**src/rtl/lr35902_dbg_pkg.sv**
```systemverilog
// Shared definitions for the LR35902 debug UART: rx state encoding, default bit
// timing and frame bit indices.
package lr35902_dbg_pkg;

    typedef enum logic [2:0] {
        RX_IDLE,
        RX_START,
        RX_DATA,
        RX_STOP,
        RX_BREAK
    } rx_state_t;

    localparam int DBG_BAUD_DIV = 12;

    // Frame bit indices counted from the start bit.
    localparam logic [3:0] RX_BIT_START    = 4'd0;
    localparam logic [3:0] RX_BIT_D0       = 4'd1;
    localparam logic [3:0] RX_BIT_D7       = 4'd8;
    localparam logic [3:0] RX_BIT_PAR      = 4'd9;
    localparam logic [3:0] RX_BIT_STOP_8N1 = 4'd9;
    localparam logic [3:0] RX_BIT_STOP_8E1 = 4'd10;

endpackage

```
**src/rtl/lr35902_dbg_fifo.sv**
```systemverilog
// Synchronous FIFO, registered storage with the head read from the array.
// Latency: a pushed entry is visible one cycle later. Backpressure: push when full is dropped unless a pop happens in the same cycle.
// Pop on empty is ignored; pointers wrap modulo DEPTH (power of two).
module lr35902_dbg_fifo #(
    parameter int WIDTH = 8,
    parameter int DEPTH = 4
) (
    input  logic                     clk,
    input  logic                     reset_n,
    input  logic                     push,
    input  logic [WIDTH-1:0]         push_data,
    input  logic                     pop,
    output logic [WIDTH-1:0]         data,
    output logic                     full,
    output logic                     empty,
    output logic [$clog2(DEPTH):0]   level
);

    localparam int AW = $clog2(DEPTH);
    localparam int LW = AW + 1;

    logic [WIDTH-1:0] mem [DEPTH];
    logic [AW-1:0]    wr_ptr;
    logic [AW-1:0]    rd_ptr;
    logic             pop_ok;
    logic             push_ok;

    assign empty   = (level == '0);
    assign full    = (level == LW'(DEPTH));
    assign pop_ok  = pop && !empty;
    assign push_ok = push && (!full || pop_ok);
    assign data    = mem[rd_ptr];

    always_ff @(posedge clk) begin
        if (!reset_n) begin
            wr_ptr <= '0;
            rd_ptr <= '0;
            level  <= '0;
        end else begin
            if (push_ok) wr_ptr <= wr_ptr + AW'(1);
            if (pop_ok)  rd_ptr <= rd_ptr + AW'(1);
            level <= level + LW'(push_ok) - LW'(pop_ok);
        end
    end

    always_ff @(posedge clk) begin
        if (push_ok) mem[wr_ptr] <= push_data;
    end

endmodule

```
**src/rtl/lr35902_dbg_uart_rx.sv**
```systemverilog
// Debug UART receiver: 2-flop sync, 3-sample majority 8N1 (8E1 with LR35902_DBG_UART_RX_PARITY_EN), byte FIFO, cts.
// Latency: push at T0 + (bits-1)*BAUD_DIV + BAUD_DIV/2 + 1, valid the cycle after.
// Backpressure: valid/ready on output; cts drops when free entries < CTS_LOW_MARK; full FIFO drops bytes with overrun.
module lr35902_dbg_uart_rx
    import lr35902_dbg_pkg::*;
#(
    parameter int BAUD_DIV     = DBG_BAUD_DIV,
    parameter int FIFO_DEPTH   = 4,
    parameter int CTS_LOW_MARK = 2
) (
    input  logic                          uart_clk,
    input  logic                          uart_reset_n,
    input  logic                          rx,
    output logic [7:0]                    data,
    output logic                          valid,
    input  logic                          ready,
    output logic                          cts,
    output logic                          frame_err,
    output logic                          overrun,
`ifdef LR35902_DBG_UART_RX_PARITY_EN
    output logic                          parity_err,
`endif
    output logic [$clog2(FIFO_DEPTH):0]   level
);

    localparam int SW = $clog2(BAUD_DIV);
    localparam int LW = $clog2(FIFO_DEPTH) + 1;
    localparam logic [SW-1:0] SUB_ONE  = SW'(1);
    localparam logic [SW-1:0] SUB_S0   = SW'(BAUD_DIV / 2 - 1);
    localparam logic [SW-1:0] SUB_S1   = SW'(BAUD_DIV / 2);
    localparam logic [SW-1:0] SUB_DEC  = SW'(BAUD_DIV / 2 + 1);
    localparam logic [SW-1:0] SUB_LAST = SW'(BAUD_DIV - 1);
`ifdef LR35902_DBG_UART_RX_PARITY_EN
    localparam logic [3:0] STOP_BIT = RX_BIT_STOP_8E1;
`else
    localparam logic [3:0] STOP_BIT = RX_BIT_STOP_8N1;
`endif

    rx_state_t     state;
    logic          rx_m;
    logic          rx_s;
    logic [SW-1:0] sub;
    logic [3:0]    bit_idx;
    logic          s0;
    logic          s1;
    logic [7:0]    shreg;
    logic          maj;
    logic          decide;
    logic          pop;
    logic          accept;
    logic          push;
    logic          full;
    logic          empty;
    logic [LW-1:0] lvl_nxt;
`ifdef LR35902_DBG_UART_RX_PARITY_EN
    logic          par_bit;
    logic          par_ok;
`endif

    always_comb begin
        maj     = (s0 & s1) | (s0 & rx_s) | (s1 & rx_s);
        decide  = (state == RX_START || state == RX_DATA || state == RX_STOP) && (sub == SUB_DEC);
        pop     = valid && ready;
        accept  = !full || pop;
`ifdef LR35902_DBG_UART_RX_PARITY_EN
        par_ok  = (par_bit == ^shreg);
        push    = decide && (state == RX_STOP) && maj && par_ok && accept;
`else
        push    = decide && (state == RX_STOP) && maj && accept;
`endif
        lvl_nxt = level + LW'(push) - LW'(pop);
    end

    always_ff @(posedge uart_clk) begin
        if (!uart_reset_n) begin
            rx_m      <= 1'b1;
            rx_s      <= 1'b1;
            state     <= RX_IDLE;
            sub       <= '0;
            bit_idx   <= RX_BIT_START;
            s0        <= 1'b1;
            s1        <= 1'b1;
            shreg     <= '0;
            cts       <= 1'b0;
            frame_err <= 1'b0;
            overrun   <= 1'b0;
`ifdef LR35902_DBG_UART_RX_PARITY_EN
            par_bit    <= 1'b0;
            parity_err <= 1'b0;
`endif
        end else begin
            rx_m      <= rx;
            rx_s      <= rx_m;
            frame_err <= 1'b0;
            overrun   <= 1'b0;
`ifdef LR35902_DBG_UART_RX_PARITY_EN
            parity_err <= 1'b0;
`endif
            cts <= (FIFO_DEPTH - int'(lvl_nxt)) >= CTS_LOW_MARK;

            if (sub == SUB_S0) s0 <= rx_s;
            if (sub == SUB_S1) s1 <= rx_s;
            if (sub == SUB_LAST) begin
                sub     <= '0;
                bit_idx <= bit_idx + 4'd1;
            end else begin
                sub <= sub + SUB_ONE;
            end

            case (state)
                RX_IDLE: begin
                    // The start-edge cycle counts as sub-count 0.
                    sub     <= rx_s ? '0 : SUB_ONE;
                    bit_idx <= RX_BIT_START;
                    if (!rx_s) state <= RX_START;
                end
                RX_START: begin
                    if (decide) state <= maj ? RX_IDLE : RX_DATA;
                end
                RX_DATA: begin
                    if (decide) begin
                        if (bit_idx <= RX_BIT_D7) shreg <= {maj, shreg[7:1]};
`ifdef LR35902_DBG_UART_RX_PARITY_EN
                        if (bit_idx == RX_BIT_PAR) par_bit <= maj;
`endif
                        if (bit_idx == STOP_BIT - 4'd1) state <= RX_STOP;
                    end
                end
                RX_STOP: begin
                    // Decided mid-stop-bit so the next start edge is never missed.
                    if (decide) begin
                        if (!maj) begin
                            frame_err <= 1'b1;
                            state     <= RX_BREAK;
                        end else begin
                            state <= RX_IDLE;
`ifdef LR35902_DBG_UART_RX_PARITY_EN
                            if (!par_ok) parity_err <= 1'b1;
                            else if (!accept) overrun <= 1'b1;
`else
                            if (!accept) overrun <= 1'b1;
`endif
                        end
                    end
                end
                RX_BREAK: begin
                    if (rx_s) state <= RX_IDLE;
                end
                default: state <= RX_IDLE;
            endcase
        end
    end

    assign valid = !empty;

    lr35902_dbg_fifo #(
        .WIDTH(8),
        .DEPTH(FIFO_DEPTH)
    ) u_fifo (
        .clk       (uart_clk),
        .reset_n   (uart_reset_n),
        .push      (push),
        .push_data (shreg),
        .pop       (pop),
        .data      (data),
        .full      (full),
        .empty     (empty),
        .level     (level)
    );

endmodule
```
**config.mk**
```make
export PLATFORM = sky130hd
export DESIGN_NAME = lr35902_dbg_uart_rx
export DESIGN_NICKNAME = d
export VERILOG_FILES = /design/src/rtl/lr35902_dbg_pkg.sv /design/src/rtl/lr35902_dbg_fifo.sv /design/src/rtl/lr35902_dbg_uart_rx.sv
export SDC_FILE = /design/constraint.sdc
export NUM_CORES = 1
export LEC_CHECK = 0
export CORE_UTILIZATION = 50
export DETAILED_ROUTE_END_ITERATION = 8
export GPL_TIMING_DRIVEN = 1
export PLACE_DENSITY = 0.69
export SYNTH_ARGS = -nofsm -noshare
export SYNTH_HDL_FRONTEND = slang
export SYNTH_SLANG_ARGS = --single-unit
```
**constraint.sdc**
```tcl
create_clock -name uart_clk -period 4.03 [get_ports uart_clk]
set_clock_uncertainty 0.1 [all_clocks]
set_input_delay 0.806 -clock uart_clk [delete_from_list [all_inputs] [get_ports uart_clk]]
set_output_delay 0.806 -clock uart_clk [all_outputs]
set_load 0.02 [all_outputs]
```
# Yosys cells after proc, flatten, opt, wreduce, memory -nomap -nowiden
# Memories as Yosys holds them, arrays and structs flattened. A register that Yosys moved wholly into a read port is not among the register bits.
# Cells that the tools add are included.
[totals]
output_inout_bits = 15
ram_bits = 32
n_memories = 1
inputBits = 4
reg_bits = 33
wordCells = 86
[mem_list]
columns = ["memory", "words", "word_bits", "read_ports", "rd_ports_with_merged_regs", "write_ports", "line_no", "rtl"]
rows = [
  ["u_fifo.mem", 4, 8, 1, 1, 1, "lr35902_dbg_fifo.sv:22", "logic [WIDTH-1:0] mem [DEPTH];"],
]
[op_classes]
bitwise = 6
n_mux = 18
n_addsub = 9
magnitude_cmp = 2
eq_ne = 16
n_reduce_logical = 20
[op_table]
columns = ["operator", "count"]
rows = [
  ["$mux W3", 7],
  ["$pmux W3 S5", 1],
  ["$eq A4 B3 Y1 const B", 3],
  ["$ne A2 B2 Y1 const B", 5],
  ["$add A4 B1 Y4 const B", 2],
  ["$eq A4 B4 Y1 const B", 2],
  ["$mux W4", 2],
  ["$logic_and A1 B1 Y1", 7],
  ["$add A3 B1 Y3", 2],
  ["$eq A3 B2 Y1 const B", 2],
  ["$eq A3 B3 Y1 const B", 2],
  ["$logic_not A3 Y1", 2],
  ["$mux W2", 3],
  ["$reduce_and A3 Y1", 2],
  ["$reduce_and A6 Y1", 1],
  ["$sub A3 B1 Y3", 2],
  ["$mux W1", 5],
  ["$add A2 B1 Y2 const B", 2],
  ["$ge A4 B3 Y1 const B", 1],
  ["$le A4 B4 Y1 const B", 1],
  ["$logic_or A1 B1 Y1", 4],
  ["$reduce_and A4 Y1", 1],
  ["$sub A3 B3 Y4 const A", 1],
  ["$and A1 B1 Y1", 3],
  ["other kinds (6)", 8],
]

# Depth between registers and ports, before layout
# Gate-level depths: netlist of the first run.
[depth]
ltp_word = 11
mapped_depth = 9
ltp_nobuf = 8

# Hierarchy
# A second synthesis of the first run with hierarchy kept.
[unflattened]
cells_unflattened = 215
hier_area_um2 = 2842.7
[by_module_without_submodules]
columns = ["module", "area_per_inst_um2", "cells_per_inst", "n_inst", "seq_area_each_um2"]
rows = [
  ["lr35902_dbg_fifo", 1630.3, 89, 1, 1141.1],
  ["lr35902_dbg_uart_rx", 1212.4, 126, 1, 520.5],
]

# Least setup slack after synthesis of the first run
# OpenSTA, ideal clock, no wires.
[synth_path]
path_type = "input-to-reg"
from = "input port ready"
to = "register cts"
required_time_ns = 3.844
path_stages = 6
arrival_ns = 2.304
setup_slack_ns = 1.540
n_path_buf = 0
setup_ns = 0.086
cell_sequence = "or4b_4 -> and4_2 -> ha_1 -> fa_1 -> xnor2_1 -> a211oi_1"
[synth_via]
elab_chain_len = 7
[synth_rtl]
columns = ["element", "line_no", "rtl"]
rows = [
  ["start: declaration", "lr35902_dbg_uart_rx.sv:16", "input logic ready,"],
  ["$logic_and A1 B1 Y1 *", "lr35902_dbg_uart_rx.sv:63", "pop = valid && ready;"],
  ["$logic_or A1 B1 Y1", "lr35902_dbg_uart_rx.sv:64", "accept = !full || pop;"],
  ["$logic_and A1 B1 Y1", "lr35902_dbg_uart_rx.sv:69", "push = decide && (state == RX_STOP) && maj && accept;"],
  ["$add A3 B1 Y3", "lr35902_dbg_uart_rx.sv:71", "lvl_nxt = level + LW'(push) - LW'(pop);"],
  ["$sub A3 B1 Y3 *", "lr35902_dbg_uart_rx.sv:71", ""],
  ["$sub A3 B3 Y4 *", "lr35902_dbg_uart_rx.sv:99", "cts <= (FIFO_DEPTH - int'(lvl_nxt)) >= CTS_LOW_MARK;"],
  ["$ge A4 B3 Y1 *", "lr35902_dbg_uart_rx.sv:99", ""],
  ["end signal: assignment", "lr35902_dbg_uart_rx.sv:84", "cts <= 1'b0;"],
  ["end signal: assignment", "lr35902_dbg_uart_rx.sv:99", ""],
  ["end: declaration", "lr35902_dbg_uart_rx.sv:17", "output logic cts,"],
]
# Every way passes the cells marked *; elsewhere a longest branch is shown, timed or not.
# A chain may end at the register's enable or synchronous reset.

==> summary.md, run 1 <==
- 0 — final number of setup-violating endpoints
- 8 — worst-path maximum fanout
- 9 — Num CTS Buffers
- 0.07 ns — post-CTS clock slew at the launch and capture registers of the worst setup and hold paths
- 2740 um — HPWL after detailed placement
- 0 — max_cap viols
- 0.7471 ns — transition time at the pin with the least slew margin
- 2994 um^2 — area post-placement
- 76.42 um — vertical extent of the die
- 0.34 ns — Clock Latency Late Sink
- 75.84% — portion of the clock cycle consumed by the worst path in the final layout
- 4 — length of the first detailed-routing pass in iterations
- 14.02 um — detailed-route wire length per cell
- 41 — Cell variety after synth
- 5839 um^2 — Total Die Area
- 19 — number of I/O pins
- 23.7% — share of total power in combinational logic
- done — CTS tree
- 67 — number of flip-flops and latches in the synthesized netlist
- 5.115 — number of vias per cell
- 2769 um^2 — Synth Cell Area
- completed — result of the run
- reg -> out — critical setup path kind
- 7272 um — first-pass GRT wire length
- dfxtp_1 — leading cell type in the layout, fill and taps excluded
- 1.278 mW — P_int
- 76.42 um — width of the die
- 0.3272 GHz — Fmax
- 61.27% — utilization after layout
- reg -> reg — class of the most critical hold timing path
- 1560 — vias post-DR
- 554.5 nW/um^2 — PD cells
- 3189 um^2 — Non-Filler Cell Area, Final
- 0 — post-CTS setup buffer count
- 0% — async set-reset flop share out of synthesis
- 0.4905 mW — NetSw
- 0 — YS warnings
- 32 — number of flops mapped to enable cells by yosys
- output pin — category of the worst setup path capture point
- 53.20% — initial standard-cell utilization of the core
- 1568 — number of global-route vias before repair
- 209 — gate count after technology mapping
- 0 — DRC
- 15.18% — layout-stage area growth over the synthesis result
- 26 — number of placement rows
- 249 — layout net count
- 1 — Min-Delay Path Depth
- 30.7% — share of power burned in the clock network
- 0.67 ns — largest stage delay on the critical path
- 14.04% — ratio of cells with drive above 1 in the final layout
- sub[0] — RR Startpoint
- edfxtp_1 — library cell with the largest summed area after synthesis
- 65 — count of routing violations after the opening detailed-route iteration
- 4275 um — post-detailed-routing wire length
- dfxtp_1, edfxtp_1, nor2_1, clkdlybuf4s50_1, inv_1 — most frequent cells in the layout
- rx_m — Worst Min Path Start
- 2.15 ns — Critical Path AT
- 50.14% — headroom to the max-slew limit
- 228 — net count after synthesis
- 0 — Fin. Hold Viols
- 0 — antenna diode count
- dfxtp_1 — slowest cell on the critical path
- rx_s — Worst Hold Endpoint
- 18 — port bufs
- edfxtp_1, dfxtp_1, mux4_2 — leading post-synthesis cells by cell area
- 3.057 ns — clock period minus final worst setup slack
- 16.57% — global-route total usage across every layer
- 0.0003944 V — peak ir drop on the vdd network
- 27.74% — Sw Ratio
- 0 ns — Total Negative Setup Slacks
- 1.131 nW — total leakage power
- 2 — buffer depth of the longest clock path
- 34.70% — share of Yosys cell area claimed by the top area cell type
- u_fifo.level[2] — worst flop-to-flop path endpoint
- 5205 um^2 — area of the core region
- 23 — largest net degree at the start of global routing
- 0 — number of gates resized after cts
- clkbuf_8 — Root Buffer
- mux4_2, clkdlybuf4s50_1 — cell breakdown of the critical path
- flop — crit start category
- 67 — number of sinks handled by clock tree synthesis
- 0 — number of routed nets with antenna violations
- 0 — initial antenna violation count
- 0.7213 — RD Place Congestion
- 8 — number of cells on the worst reg-to-reg path
- 1.69 ns — reg2reg setup slack
- 3 — H-tree Lvls
- 0 — total overflow reported by the global router
- 1.768 mW — total power after layout
- 0 — pins over their slew limit
- 3.12 ns — required time reported for the critical path endpoint
- no — unrepaired setup endpoints after global routing
- 0 — hold bufs inserted after CTS
- 45.6% — Sequential Power Share
- 60.01% — sequential area share after synthesis
- 13.25 um^2 — average cell area after synthesis
- dfxtp_1 — flip-flop cell with the highest count after synthesis
-- power groups by stage --
| stage | Sequential [mW] | Clock, mW | Combinational [mW] |
|---|---|---|---|
| global route | 0.816 | 0.586 | 0.460 |
| floorplan | 0.807 | 0 | 0.293 |
| finish | 0.806 | 0.543 | 0.419 |
| CTS | 0.810 | 0.561 | 0.426 |
| global placement | 0.824 | 0 | 0.420 |
| detailed placement | 0.824 | 0 | 0.424 |
-- through the flow --
step	instances	setup slack, ns	hold WS (ns)
after floorplan	209	1.540	0.2863
after global placement	289	1.047	0.2880
after detailed placement	289	0.9539	0.2969
after CTS	305	0.9014	0.3132
final	305	0.9735	0.3099
after global routing	305	0.8511	0.3371
-- Yosys cell counts (2+ instances only) --
cell / n
xor2_1: 4
nand2b_1: 3
mux2i_1: 8
xnor2_1: 7
nor2b_1: 3
dfxtp_1: 35
clkbuf_1: 4
nand2_1: 7
nor4b_1: 2
mux4_2: 8
fa_1: 2
edfxtp_1: 32
nor2_1: 26
ha_1: 13
nor3_1: 6
o31a_2: 2
and2_2: 4
a21oi_1: 3
inv_1: 15
nand3_1: 3
o211ai_1: 2
-- layout make-up --
cell class / count / area, um^2
inverter: 15 / 56.30
clock inverter: 4 / 50.05
multi-input combinational: 119 / 1008
clock buffer: 12 / 145.1
fill: 428 / 2016
sequential: 67 / 1662
tap: 70 / 87.58
timing repair buffer: 18 / 180.2
-- critical path, delay by kind of cell (launching register included) --
family	cells	cell delay, ns
buf+inv	1	0.55
flops	1	0.67
mux	1	0.59
-- registers in the layout, indices dropped and copies added, names as in the netlist, 2 cells and up, named ones only --
signal,cells
shreg,8
u_fifo.wr_ptr,2
u_fifo.mem,32
sub,4
bit_idx,4
u_fifo.rd_ptr,2
u_fifo.level,3
state,3
-- routing by layer --
metal / wire (um) / part of all wire [%] / track usage [%]
met3: 134 / 3.1 / 3.713
met2: 2066 / 48 / 26.85
met1: 1970 / 46 / 19.54
met5: 0 / 0 / 0
met4: 103 / 2.4 / 11.54
-- logic make-up (layout without fill, tap and decap cells) --
| kind of cell | Yosys count | after routing | share of synthesized area (%) |
|---|---|---|---|
| buf+inv | 23 | 49 | 3.569 |
| xor+xnor | 11 | 11 | 3.479 |
| simple gates | 64 | 64 | 12.38 |
| flops | 67 | 67 | 60.01 |
| compound gates | 12 | 12 | 3.479 |
| mux | 16 | 16 | 9.399 |
| fa+ha+maj | 16 | 16 | 7.682 |
-- worst max path at each step --
stage               start       to  slack, ns  depth (start not counted)
floorplan           ready      cts       1.54                          6
global placement    ready      cts       1.05                          7
detailed placement  ready      cts       0.95                          7
CTS                  flop  data[7]       0.90                          2
global route         flop  data[0]       0.85                          2
finish               flop  data[7]       0.97                          2
Power figures use the tool's default switching activity.
==> run 2, diff against run 1 <==
--- a/config.mk
+++ b/config.mk
@@ -8,7 +8,7 @@
 export CORE_UTILIZATION = 50
 export DETAILED_ROUTE_END_ITERATION = 8
 export GPL_TIMING_DRIVEN = 1
-export PLACE_DENSITY = 0.69
+export PLACE_DENSITY = 0.72
 export SYNTH_ARGS = -nofsm -noshare
 export SYNTH_HDL_FRONTEND = slang
 export SYNTH_SLANG_ARGS = --single-unit
==> constraint.sdc (replaced) <==
create_clock -name uart_clk -period 2.5 [get_ports uart_clk]
set_clock_uncertainty 0.1 [all_clocks]
set_input_delay 0.5 -clock uart_clk [delete_from_list [all_inputs] [get_ports uart_clk]]
set_output_delay 0.5 -clock uart_clk [all_outputs]
set_load 0.02 [all_outputs]
==> run 2 against run 1 <==
- count of clock-buffer cells in the layout unchanged
- register-to-register slack got worse by 1.5 ns
- critical path type unchanged
- hold slack got worse by 0.0020 ns
- sequential share of layout area is 0.92 points lower
- non-clock buffer count is 8 higher
- via count rose by 3.5%
==> summary.md, run 2 (same netlist as run 1, synthesis figures left out) <==
- completed — result of the run
- 17.26% — layout-stage area growth over the synthesis result
- 1662 um^2 — sequential cell area
- 0.55 ns — largest stage delay on the critical path
- 1614 — vias post-DR
- 7383 um — first-pass GRT wire length
- 32 — number of flip-flops in the largest register
- 0 — total overflow reported by the global router
- u_fifo.level[1] — Critical Path Start
- 19 — number of I/O pins
- clkbuf_8 — Root Buffer
- or3_2, clkdlybuf4s50_1 — cell breakdown of the critical path
- reg -> out — critical setup path kind
- 0 — DRC
- 2.381 ns — clock period minus final worst setup slack
- met2 — global-route layer with the greatest usage
- 14.07 um — detailed-route wire length per cell
- 438 — count of fill cells added during filler insertion
- 257 — layout net count
- 16.90% — global-route total usage across every layer
- 76.42 um — width of the die
- 0.07 ns — post-CTS clock slew at the launch and capture registers of the worst setup and hold paths
- 53.20% — initial standard-cell utilization of the core
- 71.11% — headroom to the max-slew limit
- output pin — category of the worst setup path capture point
- 19.03% — met1 global-route usage
- 2833 um — HPWL after detailed placement
- 5839 um^2 — Total Die Area
- 76.42 um — vertical extent of the die
- reg -> reg — class of the most critical hold timing path
- -0.1893 ns — pre-CTS setup slack
- done — CTS tree
- 0.33 ns — Clock Latency Late Sink
- 0 — antenna diode count
- 897.3 nW/um^2 — PD cells
- 2.914 mW — total power after layout
- 9 — Num CTS Buffers
- 0 — pins over their slew limit
- 95.25% — portion of the clock cycle consumed by the worst path in the final layout
- 0 — hold bufs inserted after CTS
- 0.0007213 V — peak ir drop on the vdd network
- dfxtp_1, edfxtp_1, nor2_1, inv_1, ha_1 — most frequent cells in the layout
- 8 — worst-path maximum fanout
- 67 — number of sinks handled by clock tree synthesis
- 3 — H-tree Lvls
- 0 — max_cap viols
- 5.157 — number of vias per cell
- 0 — Fin. Hold Viols
- 0.4199 GHz — Fmax
- u_fifo.mem — register bank with the most flops
- 15.64% — ratio of cells with drive above 1 in the final layout
- rx_m — Worst Min Path Start
- clkdlybuf4s50_1 — slowest cell on the critical path
- dfxtp_1 — leading cell type in the layout, fill and taps excluded
- flop — crit start category
- buffers and inverters — critical path's top delay family
- 0.1187 ns — fin worst setup slack
- 0.4333 ns — transition time at the pin with the least slew margin
- 22 — largest net degree at the start of global routing
- no — unrepaired setup endpoints after global routing
- 4 — length of the first detailed-routing pass in iterations
- 0 — initial antenna violation count
- sub[0] — RR Startpoint
- 5205 um^2 — area of the core region
- 3.952% — met3 Use GR
- 2 — buffer depth of the longest clock path
- 0 — final number of setup-violating endpoints
- 1008 um^2 — area of the multi-input gates
- 0.8016 — RD Place Congestion
- 60 — count of routing violations after the opening detailed-route iteration
- 1.78 ns — Critical Path AT
- 1.90 ns — required time reported for the critical path endpoint
- 1.187 nW — total leakage power
- 26 — number of placement rows
- 1 — count of buffer and inverter cells on the critical path
- 1566 — number of global-route vias before repair
- 4405 um — post-detailed-routing wire length
- 29.19% — met2 Use GR
- 18 — port bufs
- u_fifo.mem x32, shreg x8 — registers with the most flip-flops
- 0 — number of routed nets with antenna violations
-- run 2: cell count changes in the layout (fill, tap and decap cells not counted), sizes merged --
cell / delta
buf: +8
clkdlybuf4s50: -8
dlygate4sd2: +8
clkinvlp: -2
bufinv: +1
clkinv: +1
-- run 2: per-stage QoR --
stage | area, um^2 | TNS [ns] | instances | hold WS, ns | utilization, %
detailed placement | 3054 | -0.5874 | 297 | 0.2971 | 58.68
floorplan | 2769 | 0 | 209 | 0.2863 | -
global route | 3247 | 0 | 313 | 0.3237 | 62.38
global placement | 3054 | -0.1928 | 297 | 0.2958 | 58.68
CTS | 3247 | 0 | 313 | 0.3121 | 62.38
finish | 3247 | 0 | 313 | 0.3079 | 62.38
-- run 2: final timing paths --
| path | endpoint | slack [ns] | depth (start not counted) |
|---|---|---|---|
| hold / removal | rx_s | 0.31 | 1 |
| setup reg to reg | u_fifo.level[2] | 0.22 | 8 |
| setup / recovery | valid | 0.12 | 2 |
| hold reg to reg | rx_s | 0.31 | 1 |
-- run 2: layer usage --
layer,wire length [um],vias up
li1,-,800
met1,1889,771
met2,2253,33
met3,195,10
met4,66,0
met5,0,-
-- run 2: area by class of cell --
cell class                 instances  share of cell area [%]
clock buffer                      12                   4.162
multi-input combinational        119                   31.06
clock inverter                     4                   2.081
timing repair buffer              26                   7.091
sequential                        67                   51.18
tap                               70                   2.697
inverter                          15                   1.734
-- run 2: timing repair --
| action | in CTS | in global routing |
|---|---|---|
| gates resized for setup | 8 | 0 |
| hold endpoints to repair | 0 | 0 |
| setup endpoints to repair | 8 | 0 |
| setup buffers | 0 | 0 |
-- run 2: power by group --
| part | total [mW] | internal, mW | switching (mW) |
|---|---|---|---|
| clock | 0.929 | 0.556 | 0.372 |
| sequential | 1.26 | 1.20 | 0.0656 |
| combinational | 0.723 | 0.378 | 0.345 |
| total | 2.91 | 2.13 | 0.783 |
==> run 3, diff against run 2 <==
--- a/config.mk
+++ b/config.mk
@@ -5,6 +5,7 @@
 export SDC_FILE = /design/constraint.sdc
 export NUM_CORES = 1
 export LEC_CHECK = 0
+export ABC_CLOCK_PERIOD_IN_PS = 2500
 export CORE_UTILIZATION = 50
 export DETAILED_ROUTE_END_ITERATION = 8
 export GPL_TIMING_DRIVEN = 1
==> results of run 3 <==
Final layout, timing and power as in run 2 (identical DEF).
